`src/rtl/param_fifo.sv`:
```
`default_nettype none
// ============================================================================
// Module   : param_fifo
// Brief    : Parameterised synchronous FIFO with register-array storage,
//            registered or first-word-fall-through read port, status flags,
//            occupancy count and sticky overflow/underflow error flags.
// Revision : 1.0 - initial release
// ============================================================================
module param_fifo #(
    parameter int WIDTH         = 8,
    parameter int DEPTH         = 16,
    parameter int ADDR_WIDTH    = 4,
    parameter int AFULL_THRESH  = 14,
    parameter int AEMPTY_THRESH = 2,
    parameter int FWFT          = 0
) (
    input  logic                  clk,
    input  logic                  rst,
    input  logic                  wr_ena,
    input  logic [WIDTH-1:0]      wr_data,
    input  logic                  rd_ena,
    input  logic                  clr_err,
    output logic [WIDTH-1:0]      rd_data,
    output logic                  rd_valid,
    output logic                  full,
    output logic                  empty,
    output logic                  almost_full,
    output logic                  almost_empty,
    output logic [ADDR_WIDTH:0]   count,
    output logic                  overflow,
    output logic                  underflow
);

    // Count-width constants so every compare and increment is width-matched.
    localparam logic [ADDR_WIDTH:0] c_DEPTH  = (ADDR_WIDTH+1)'(DEPTH);
    localparam logic [ADDR_WIDTH:0] c_AFULL  = (ADDR_WIDTH+1)'(AFULL_THRESH);
    localparam logic [ADDR_WIDTH:0] c_AEMPTY = (ADDR_WIDTH+1)'(AEMPTY_THRESH);
    localparam logic [ADDR_WIDTH:0] c_ONE    = (ADDR_WIDTH+1)'(1);

    logic [WIDTH-1:0]    r_mem [DEPTH];
    logic [ADDR_WIDTH:0] r_wr_ptr;
    logic [ADDR_WIDTH:0] r_rd_ptr;
    logic [ADDR_WIDTH:0] r_count;
    logic                r_overflow;
    logic                r_underflow;

    logic                w_full;
    logic                w_empty;
    logic                w_rd_acc;
    logic                w_wr_acc;
    logic [ADDR_WIDTH-1:0] w_wr_addr;
    logic [ADDR_WIDTH-1:0] w_rd_addr;
    logic                w_unused_ptr_msb;

    // Status flags are decoded purely from the registered occupancy count.
    assign w_full       = (r_count == c_DEPTH);
    assign w_empty      = (r_count == '0);
    assign full         = w_full;
    assign empty        = w_empty;
    assign almost_full  = (r_count >= c_AFULL);
    assign almost_empty = (r_count <= c_AEMPTY);
    assign count        = r_count;
    assign overflow     = r_overflow;
    assign underflow    = r_underflow;

    // A read never fires on an empty FIFO; a write into a full FIFO is only
    // allowed when a read frees a slot in the same cycle.
    assign w_rd_acc  = rd_ena & ~w_empty;
    assign w_wr_acc  = wr_ena & (~w_full | w_rd_acc);

    assign w_wr_addr = r_wr_ptr[ADDR_WIDTH-1:0];
    assign w_rd_addr = r_rd_ptr[ADDR_WIDTH-1:0];

    // Pointer MSBs track wrap parity; occupancy comes from r_count instead.
    assign w_unused_ptr_msb = r_wr_ptr[ADDR_WIDTH] ^ r_rd_ptr[ADDR_WIDTH];

    // Storage array: written on accepted writes, never reset.
    always_ff @(posedge clk) begin
        if (!rst && w_wr_acc) begin
            r_mem[w_wr_addr] <= wr_data;
        end
    end

    // Pointer advance on accepted requests; natural wrap toggles the MSB.
    always_ff @(posedge clk or posedge rst) begin
        if (rst) begin
            r_wr_ptr <= '0;
            r_rd_ptr <= '0;
        end else begin
            if (w_wr_acc) begin
                r_wr_ptr <= r_wr_ptr + c_ONE;
            end
            if (w_rd_acc) begin
                r_rd_ptr <= r_rd_ptr + c_ONE;
            end
        end
    end

    // Occupancy count: up on write only, down on read only.
    always_ff @(posedge clk or posedge rst) begin
        if (rst) begin
            r_count <= '0;
        end else begin
            case ({w_wr_acc, w_rd_acc})
                2'b10:   r_count <= r_count + c_ONE;
                2'b01:   r_count <= r_count - c_ONE;
                default: r_count <= r_count;
            endcase
        end
    end

    // Sticky error flags; a fresh error in the clearing cycle wins.
    always_ff @(posedge clk or posedge rst) begin
        if (rst) begin
            r_overflow  <= 1'b0;
            r_underflow <= 1'b0;
        end else begin
            if (wr_ena && !w_wr_acc) begin
                r_overflow <= 1'b1;
            end else if (clr_err) begin
                r_overflow <= 1'b0;
            end
            if (rd_ena && w_empty) begin
                r_underflow <= 1'b1;
            end else if (clr_err) begin
                r_underflow <= 1'b0;
            end
        end
    end

    generate
        if (FWFT != 0) begin : g_fwft
            // Head word is shown combinationally whenever the FIFO holds data,
            // so a write into an empty FIFO appears right after its edge.
            assign rd_valid = ~w_empty;
            assign rd_data  = w_empty ? '0 : r_mem[w_rd_addr];
        end else begin : g_std
            logic [WIDTH-1:0] r_rd_data;
            logic             r_rd_valid;

            // Registered read: data lands one cycle after the accepted read
            // and is held until the next accepted read.
            always_ff @(posedge clk or posedge rst) begin
                if (rst) begin
                    r_rd_data  <= '0;
                    r_rd_valid <= 1'b0;
                end else begin
                    r_rd_valid <= w_rd_acc;
                    if (w_rd_acc) begin
                        r_rd_data <= r_mem[w_rd_addr];
                    end
                end
            end

            assign rd_valid = r_rd_valid;
            assign rd_data  = r_rd_data;
        end
    endgenerate

endmodule
`default_nettype wire
```
`config.mk`:
```
export PLATFORM = sky130hd
export DESIGN_NAME = param_fifo
export DESIGN_NICKNAME = d
export VERILOG_FILES = /design/src/rtl/param_fifo.sv
export SDC_FILE = /design/constraint.sdc
export NUM_CORES = 1
export LEC_CHECK = 0
export ABC_AREA = 1
export BUFFER_PORTS_ARGS = -buffer_cell sky130_fd_sc_hd__buf_2
export CAP_MARGIN = 20
export CORE_AREA = 2 2 123 125
export CTS_CLUSTER_DIAMETER = 100
export DETAILED_ROUTE_END_ITERATION = 16
export DIE_AREA = 0 0 125 127
export PLACE_DENSITY_LB_ADDON = 0.2
export SYNTH_ARGS = -nofsm -noshare
export SYNTH_HDL_FRONTEND = slang
export SYNTH_SLANG_ARGS = --single-unit
```
`constraint.sdc`:
```
create_clock -name clk -period 3.6 [get_ports clk]
set_input_delay 0.72 -clock clk [delete_from_list [all_inputs] [get_ports clk]]
set_output_delay 0.72 -clock clk [all_outputs]
set_load 0.01 [all_outputs]
```
==> metrics.yaml, run 1 <==
global_route:
  grt-ovfl-total: 0
  largest_net_degree_at_the_start_of_global_routing: 67
  grtUsageTotal: 0.195
  antenna_found_initial: 0
  grt_pass1_vias: 4458
  grt_pass1_wl_mm: 23.5
die:
  vertical_extent_of_the_die_um: 127
  die-width_um: 125
  floorplan.initialDensity: 0.471
  die-area_um2: 15900
  core_region_area_um2: 14400
  floorplan.io_pins: 33
  floorplan.rows: 44
setup_path:
  arrival_ns: 2.83
  worst-path-max-fanout: 15
  worst_setup_path_end_kind: "flop"
  worstReg2RegStart: "count[1]$_DFFE_PP0P_"
  cpPeakStageDelay_ns: 0.44
  cp_data_required_time_ns: 3.91
  regToRegEndpoint: "count[4]$_DFFE_PP0P_"
  cp-start-kind: "flop"
  cpMostUsedCell: "sky130_fd_sc_hd__nand2_1"
  worst_r2r_path_depth: 14
  worstPathCellList: "inv_1, nand4_2, nand2_2, inv_2, ha_1, inv_1, fa_1, inv_1, nand2_1, nand2_1, a21oi_1, xor2_1, nand2_1, nand2_1"
  minimum_setup_slack_among_reg_to_reg_paths_ns: 1.08
  timing.setup.critical_path_class: "flop to flop"
  cell_at_the_slowest_stage_of_the_critical_path: "sky130_fd_sc_hd__dfrtp_1"
pwr:
  p_leak_nw: 3.42
  sw_frac_of_total: 0.357
  share_clk_of_total_power: 0.292
  vdd_ir_drop_max_mv: 0.480
  fin_total_pwr_mw: 5.90
  netSwitchingPower_mw: 2.10
  internal-power_mw: 3.79
  pwr-share-seq: 0.380
  power_density_nw_per_um2: 770
  comb_power_share: 0.329
timing:
  finalMaxSlewViolations: 0
  worst_clock_skew_ns: 0.00847
  report.final.setup_viol: 0
  worst_slew_margin_rel: 0.436
  fin_crit_sh: 0.700
  grt_setup_unrepaired: "no"
  max_clock_freq_ghz: 0.397
  final-hold-violation-count: 0
  timing.final.crit_period_ns: 2.52
  worstMarginPinSlew_ns: 0.843
  final.setup.tns_ns: 0
cts:
  clkLatencyLatePin_ns: 0.42
  cts_root_buffer: "sky130_fd_sc_hd__clkbuf_16"
  cts_tree: "done"
  cts_buffer_depth: 2
  cts.hold.buffers_added: 0
  post_cts_setup_buffers: 0
  cts_buffers: 17
  cts.repair.resized: 0
  worst_setup_hold_path_clk_slew_ns: 0.06
  cts_htree_levels: 4
  clock-sinks: 152
route:
  dr.first_iter.drc_count: 305
  routed_wire_length_per_instance_um: 16.1
  via_to_cell_ratio: 4.95
  via_count: 4472
  detail_route.first_pass.iterations: 5
  drc: 0
  postRouteAntennaNets: 0
  route.final.wire_length_mm: 14.5
run_status:
  outcome: "completed"
synthesis:
  async_reset_ff_frac: 0.158
  dominantRegCellSynth: "sky130_fd_sc_hd__edfxtp_1"
  yosysWarningCount: 0
  synth.area.top_cells: "sky130_fd_sc_hd__edfxtp_1 (57%), sky130_fd_sc_hd__nand2_1 (12%), sky130_fd_sc_hd__dfrtp_1 (8.8%), sky130_fd_sc_hd__nand3_1 (7.9%), sky130_fd_sc_hd__inv_1 (6.2%)"
  post_synth_most_frequent_cells: "sky130_fd_sc_hd__nand2_1 (215), sky130_fd_sc_hd__edfxtp_1 (128), sky130_fd_sc_hd__inv_1 (113)"
  synthDominantAreaCellType: "sky130_fd_sc_hd__edfxtp_1"
  ys_seq_area_frac: 0.654
  yosysUniqueCellTypes: 29
  synth_enable_flop_cells: 128
  synthesis.area_per_instance_um2: 10.1
  yosys_register_bits: 152
  netlist_instances: 676
  netlist_area_um2: 6800
  mapped_nets: 699
  synth_top_area_share: 0.565
  yosys.cell_count.top_type: "sky130_fd_sc_hd__nand2_1"
final_layout:
  post_route_cells_drive_above_1_share: 0.107
  finished_cell_area_um2: 7660
  antenna-diode-count: 0
  post-route-util: 0.531
  area_growth_pct: 12.6
  layout.nets: 730
place:
  numPortBuffers: 32
  globalplace.congestion: 0.868
  detailed_place_hpwl_mm: 9.19
  dpl-instance-area_um2: 7090
flow_run:
  drv.max_cap_violation_count: 0
hold_path:
  hold_path.class: "input pin to async pin"
==> area by class of cell <==
cell class | instances | area (µm²)
clock buffers | 20 | 437
clock inverters | 12 | 133
fillers | 1255 | 6770
inverters | 120 | 453
multi-input cells | 378 | 1740
flip-flops and latches | 152 | 4450
well taps | 184 | 230
repair buffers | 38 | 218
==> state kept, by name, indices dropped and copies added, names as in the netlist <==
name	count
rd_data	8
r_wr_ptr	4
rd_valid	1
r_rd_ptr	4
overflow	1
underflow	1
r_mem	128
count	5
==> worst max path at each step <==
stage | startpoint | endpoint | slack [ns] | cells past startpoint
finish | count[1]$_DFFE_PP0P_ | count[4]$_DFFE_PP0P_ | 1.08 | 14
detailed placement | rd_ena | count[4]$_DFFE_PP0P_ | 0.97 | 13
global placement | rd_ena | count[4]$_DFFE_PP0P_ | 1.07 | 13
CTS | count[1]$_DFFE_PP0P_ | count[4]$_DFFE_PP0P_ | 1.08 | 14
global route | count[1]$_DFFE_PP0P_ | count[4]$_DFFE_PP0P_ | 0.83 | 14
floorplan | rst | r_mem[12][0]$_DFFE_PP_ | 1.24 | 3
==> through the flow <==
stage	hold WS [ns]	instances	worst slack, ns
finish	0.480	904	1.08
global route	0.493	904	0.832
CTS	0.485	904	1.08
detailed placement	0.469	872	0.970
global placement	0.467	871	1.07
floorplan	0.483	676	1.24
==> cells by family after synthesis <==
| group | after synthesis | share of synthesized area |
|---|---|---|
| adders and majority gates | 10 | 0.0195 |
| buffers and inverters | 146 | 0.0903 |
| DFF | 152 | 0.654 |
| AOI/OAI and AO/OA | 11 | 0.00883 |
| and+or+nand+nor | 350 | 0.219 |
| xor gates and xnor gates | 7 | 0.00902 |
==> critical path: cells and delay by family (launching register included) <==
| kind | cells | cell delay (ns) |
|---|---|---|
| flops | 1 | 0.44 |
| simple gates | 6 | 0.53 |
| buf+inv | 4 | 0.50 |
| compound gates | 1 | 0.08 |
| fa+ha+maj | 2 | 0.72 |
| xor+xnor | 1 | 0.14 |
==> metal layers <==
metal | wire (µm) | track usage | part of all wire
met1 | 6690 | 0.258 | 0.46
met2 | 6720 | 0.304 | 0.46
met3 | 601 | 0.0436 | 0.041
met4 | 524 | 0.103 | 0.036
met5 | 0 | 0 | 0
==> cells in the final DEF (no fill, tap or decap), types with 4 or more instances in the layout <==
cell	netlist	routed
sky130_fd_sc_hd__ha_1	9	9
sky130_fd_sc_hd__nand3_1	107	107
sky130_fd_sc_hd__xor2_1	5	5
sky130_fd_sc_hd__edfxtp_1	128	128
sky130_fd_sc_hd__buf_4	8	5
sky130_fd_sc_hd__inv_2	4	4
sky130_fd_sc_hd__nand2_2	5	5
sky130_fd_sc_hd__dfrtp_1	24	23
sky130_fd_sc_hd__nor2_1	18	18
sky130_fd_sc_hd__inv_1	113	113
sky130_fd_sc_hd__buf_2	15	32
sky130_fd_sc_hd__nand2_1	215	215
sky130_fd_sc_hd__clkinv_1	2	7
sky130_fd_sc_hd__clkbuf_16	0	17
==> power groups by stage <==
stage          Clock (mW)  Combinational, mW  Sequential [mW]
5_1_grt              1.82               2.19             2.26
6_report             1.72               1.94             2.24
2_1_floorplan           0               1.38             2.28
4_1_cts              1.74               1.95             2.24
3_3_place_gp            0               1.89             2.27
3_5_place_dp            0               1.94             2.27
Power figures use the tool's default switching activity.
==> inputs of run 2 (changes only) <==
==> constraint.sdc (replaced) <==
create_clock -name clk -period 2.5 [get_ports clk]
set_input_delay 0.5 -clock clk [delete_from_list [all_inputs] [get_ports clk]]
set_output_delay 0.5 -clock clk [all_outputs]
set_load 0.01 [all_outputs]
==> metrics.yaml, run 2 (synthesized netlist as in run 1, its figures left out) <==
pwr:
  power_density_nw_per_um2: 1130  # +47%
  vdd_ir_drop_max_mv: 0.790  # +65%
  p_leak_nw: 3.54  # +3.5%
cts:
  cts_tree: "done"
  worst_setup_hold_path_clk_slew_ns: 0.06  # about the same
  cts_root_buffer: "sky130_fd_sc_hd__clkbuf_16"
  post_cts_setup_buffers: 0  # unchanged
  cts.hold.buffers_added: 0  # unchanged
  cts_buffer_depth: 2  # unchanged
  clock-sinks: 152  # unchanged
  cts.repair.resized: 0  # unchanged
  cts_htree_levels: 4  # unchanged
  cts_buffers: 17  # unchanged
  clkLatencyLatePin_ns: 0.42  # about the same
global_route:
  antenna_found_initial: 0  # unchanged
  grt_pass1_wl_mm: 23.6  # +0.41%
  largest_net_degree_at_the_start_of_global_routing: 67  # unchanged
  grt-ovfl-total: 0  # unchanged
  grtUsageTotal: 0.197  # +0.00153
  grt_pass1_vias: 4322  # -3.1%
final_layout:
  post_layout_nonfiller_instances: 920  # +1.8%
  post-route-util: 0.544  # +0.0135
  post_route_cells_drive_above_1_share: 0.128  # +0.0208
  largest_register_ffs: 128  # unchanged
  layout.nets: 747  # +2.3%
  finished_cell_area_um2: 7850  # +2.5%
  antenna-diode-count: 0  # unchanged
  regMostFlops: "r_mem"
  mostFrequentLayoutCells: "sky130_fd_sc_hd__nand2_1 (215), sky130_fd_sc_hd__edfxtp_1 (128), sky130_fd_sc_hd__inv_1 (113)"
  layout_commonest_cell: "sky130_fd_sc_hd__nand2_1"
  area_growth_pct: 15.5
hold_path:
  hold_path.class: "input pin to async pin"
setup_path:
  arrival_ns: 2.66  # -0.17 ns
  timing.setup.critical_path_class: "flop to flop"
  worst_r2r_path_depth: 13  # -1
  worst-path-max-fanout: 15  # unchanged
  regToRegEndpoint: "count[4]$_DFFE_PP0P_"
  cp-start-kind: "flop"
  worst_setup_path_end_kind: "flop"
  minimum_setup_slack_among_reg_to_reg_paths_ns: 0.19  # -0.89 ns
  worstReg2RegStart: "count[1]$_DFFE_PP0P_"
  cp_data_required_time_ns: 2.86  # -1.05 ns
route:
  postRouteAntennaNets: 0  # unchanged
  routed_wire_length_per_instance_um: 16.1  # +0.30%
  detail_route.first_pass.iterations: 5  # unchanged
  route.final.wire_length_mm: 14.8  # +2.1%
  drc: 0  # unchanged
  dr.first_iter.drc_count: 356  # +17%
  via_count: 4592  # +2.7%
  via_to_cell_ratio: 4.99  # +0.90%
place:
  dpl-instance-area_um2: 7220  # +1.8%
  cells_after_dpl: 889  # +1.9%
  globalplace.congestion: 0.830  # -4.4%
  numPortBuffers: 32  # unchanged
  detailed_place_hpwl_mm: 9.44  # +2.7%
  dp_worst_setup_slack_ns: 0.215  # -0.755 ns
timing:
  grt_setup_unrepaired: "no"
  finalMaxSlewViolations: 0  # unchanged
  fin_crit_sh: 0.922  # +0.222
  max_clock_freq_ghz: 0.434  # +9.3%
  report.final.setup_viol: 0  # unchanged
  worst_clock_skew_ns: 0.00732  # -0.00115 ns
  worstMarginPinSlew_ns: 0.732  # -0.111 ns
  final-hold-violation-count: 0  # unchanged
  final.setup.tns_ns: 0  # unchanged
  worst_slew_margin_rel: 0.512  # +0.0760
  timing.final.crit_period_ns: 2.31  # -0.214 ns
  fin_ws_ns: 0.195  # -0.886 ns
run_status:
  outcome: "completed"
die:
  floorplan.rows: 44  # unchanged
  vertical_extent_of_the_die_um: 127  # unchanged
  floorplan.io_pins: 33  # unchanged
  die-width_um: 125  # unchanged
  core_region_area_um2: 14400  # unchanged
  floorplan.initialDensity: 0.471  # unchanged
  die-area_um2: 15900  # unchanged
flow_run:
  drv.max_cap_violation_count: 0  # unchanged
==> run 2: changes by cell type in the layout (fill, tap and decap cells not counted) <==
cell	delta
sky130_fd_sc_hd__buf_4	+17
sky130_fd_sc_hd__bufinv_16	+3
sky130_fd_sc_hd__clkbuf_1	-2
sky130_fd_sc_hd__clkinv_2	-2
sky130_fd_sc_hd__clkinv_1	+1
sky130_fd_sc_hd__clkinv_4	-1
==> run 2: how the worst max path moves through the flow <==
| stage | depth (start not counted) | endpoint | startpoint |
|---|---|---|---|
| 2_1_floorplan | 15 | count[4]$_DFFE_PP0P_ | count[3]$_DFFE_PP0P_ |
| 3_3_place_gp | 15 | count[4]$_DFFE_PP0P_ | count[3]$_DFFE_PP0P_ |
| 3_5_place_dp | 13 | count[4]$_DFFE_PP0P_ | count[1]$_DFFE_PP0P_ |
| 4_1_cts | 13 | count[4]$_DFFE_PP0P_ | count[1]$_DFFE_PP0P_ |
| 5_1_grt | 15 | count[4]$_DFFE_PP0P_ | count[3]$_DFFE_PP0P_ |
| 6_report | 13 | count[4]$_DFFE_PP0P_ | count[1]$_DFFE_PP0P_ |
==> run 2: final cells by class <==
cell class,count,area [µm²]
Timing Repair Buffer,55,345
Multi-Input combinational cell,378,1740
Clock inverter,13,208
Fill cell,1247,6570
Tap cell,184,230
Clock buffer,18,429
Sequential cell,152,4450
Inverter,120,453
==> run 2: per-layer routing <==
metal / track usage / vias up / share of wire
li1: - / 2259 / -
met1: 0.271 / 2192 / 0.46
met4: 0.0641 / 0 / 0.014
met3: 0.0473 / 13 / 0.053
met5: 0 / - / 0
met2: 0.311 / 128 / 0.48
==> run 2: power breakdown <==
group | switching, mW | internal (mW) | leakage [nW] | total [mW]
clock network | 0.937 | 1.84 | 0.309 | 2.78
logic | 1.94 | 0.927 | 1.79 | 2.87
registers | 0.189 | 3.04 | 1.45 | 3.23
==> run 2: worst max-delay path: stages (launching register included) <==
cell and delay (ns):
sky130_fd_sc_hd__dfrtp_1 0.43, sky130_fd_sc_hd__inv_1 0.16, sky130_fd_sc_hd__nand4_2 0.15, sky130_fd_sc_hd__nand2_2 0.10
sky130_fd_sc_hd__inv_2 0.10, sky130_fd_sc_hd__ha_1 0.24, sky130_fd_sc_hd__buf_4 0.16, sky130_fd_sc_hd__ha_1 0.28
sky130_fd_sc_hd__nand2_1 0.09, sky130_fd_sc_hd__nand2_1 0.05, sky130_fd_sc_hd__a21oi_1 0.18, sky130_fd_sc_hd__xor2_1 0.17
sky130_fd_sc_hd__nand2_1 0.06, sky130_fd_sc_hd__nand2_1 0.05
==> run 2: through the flow <==
stage	power [mW]	hold WS (ns)
3_3_place_gp	6.07	0.457
4_1_cts	8.92	0.00817
6_report	8.87	0.0206
2_1_floorplan	5.27	0.483
3_5_place_dp	6.13	0.460
5_1_grt	9.37	0.0296
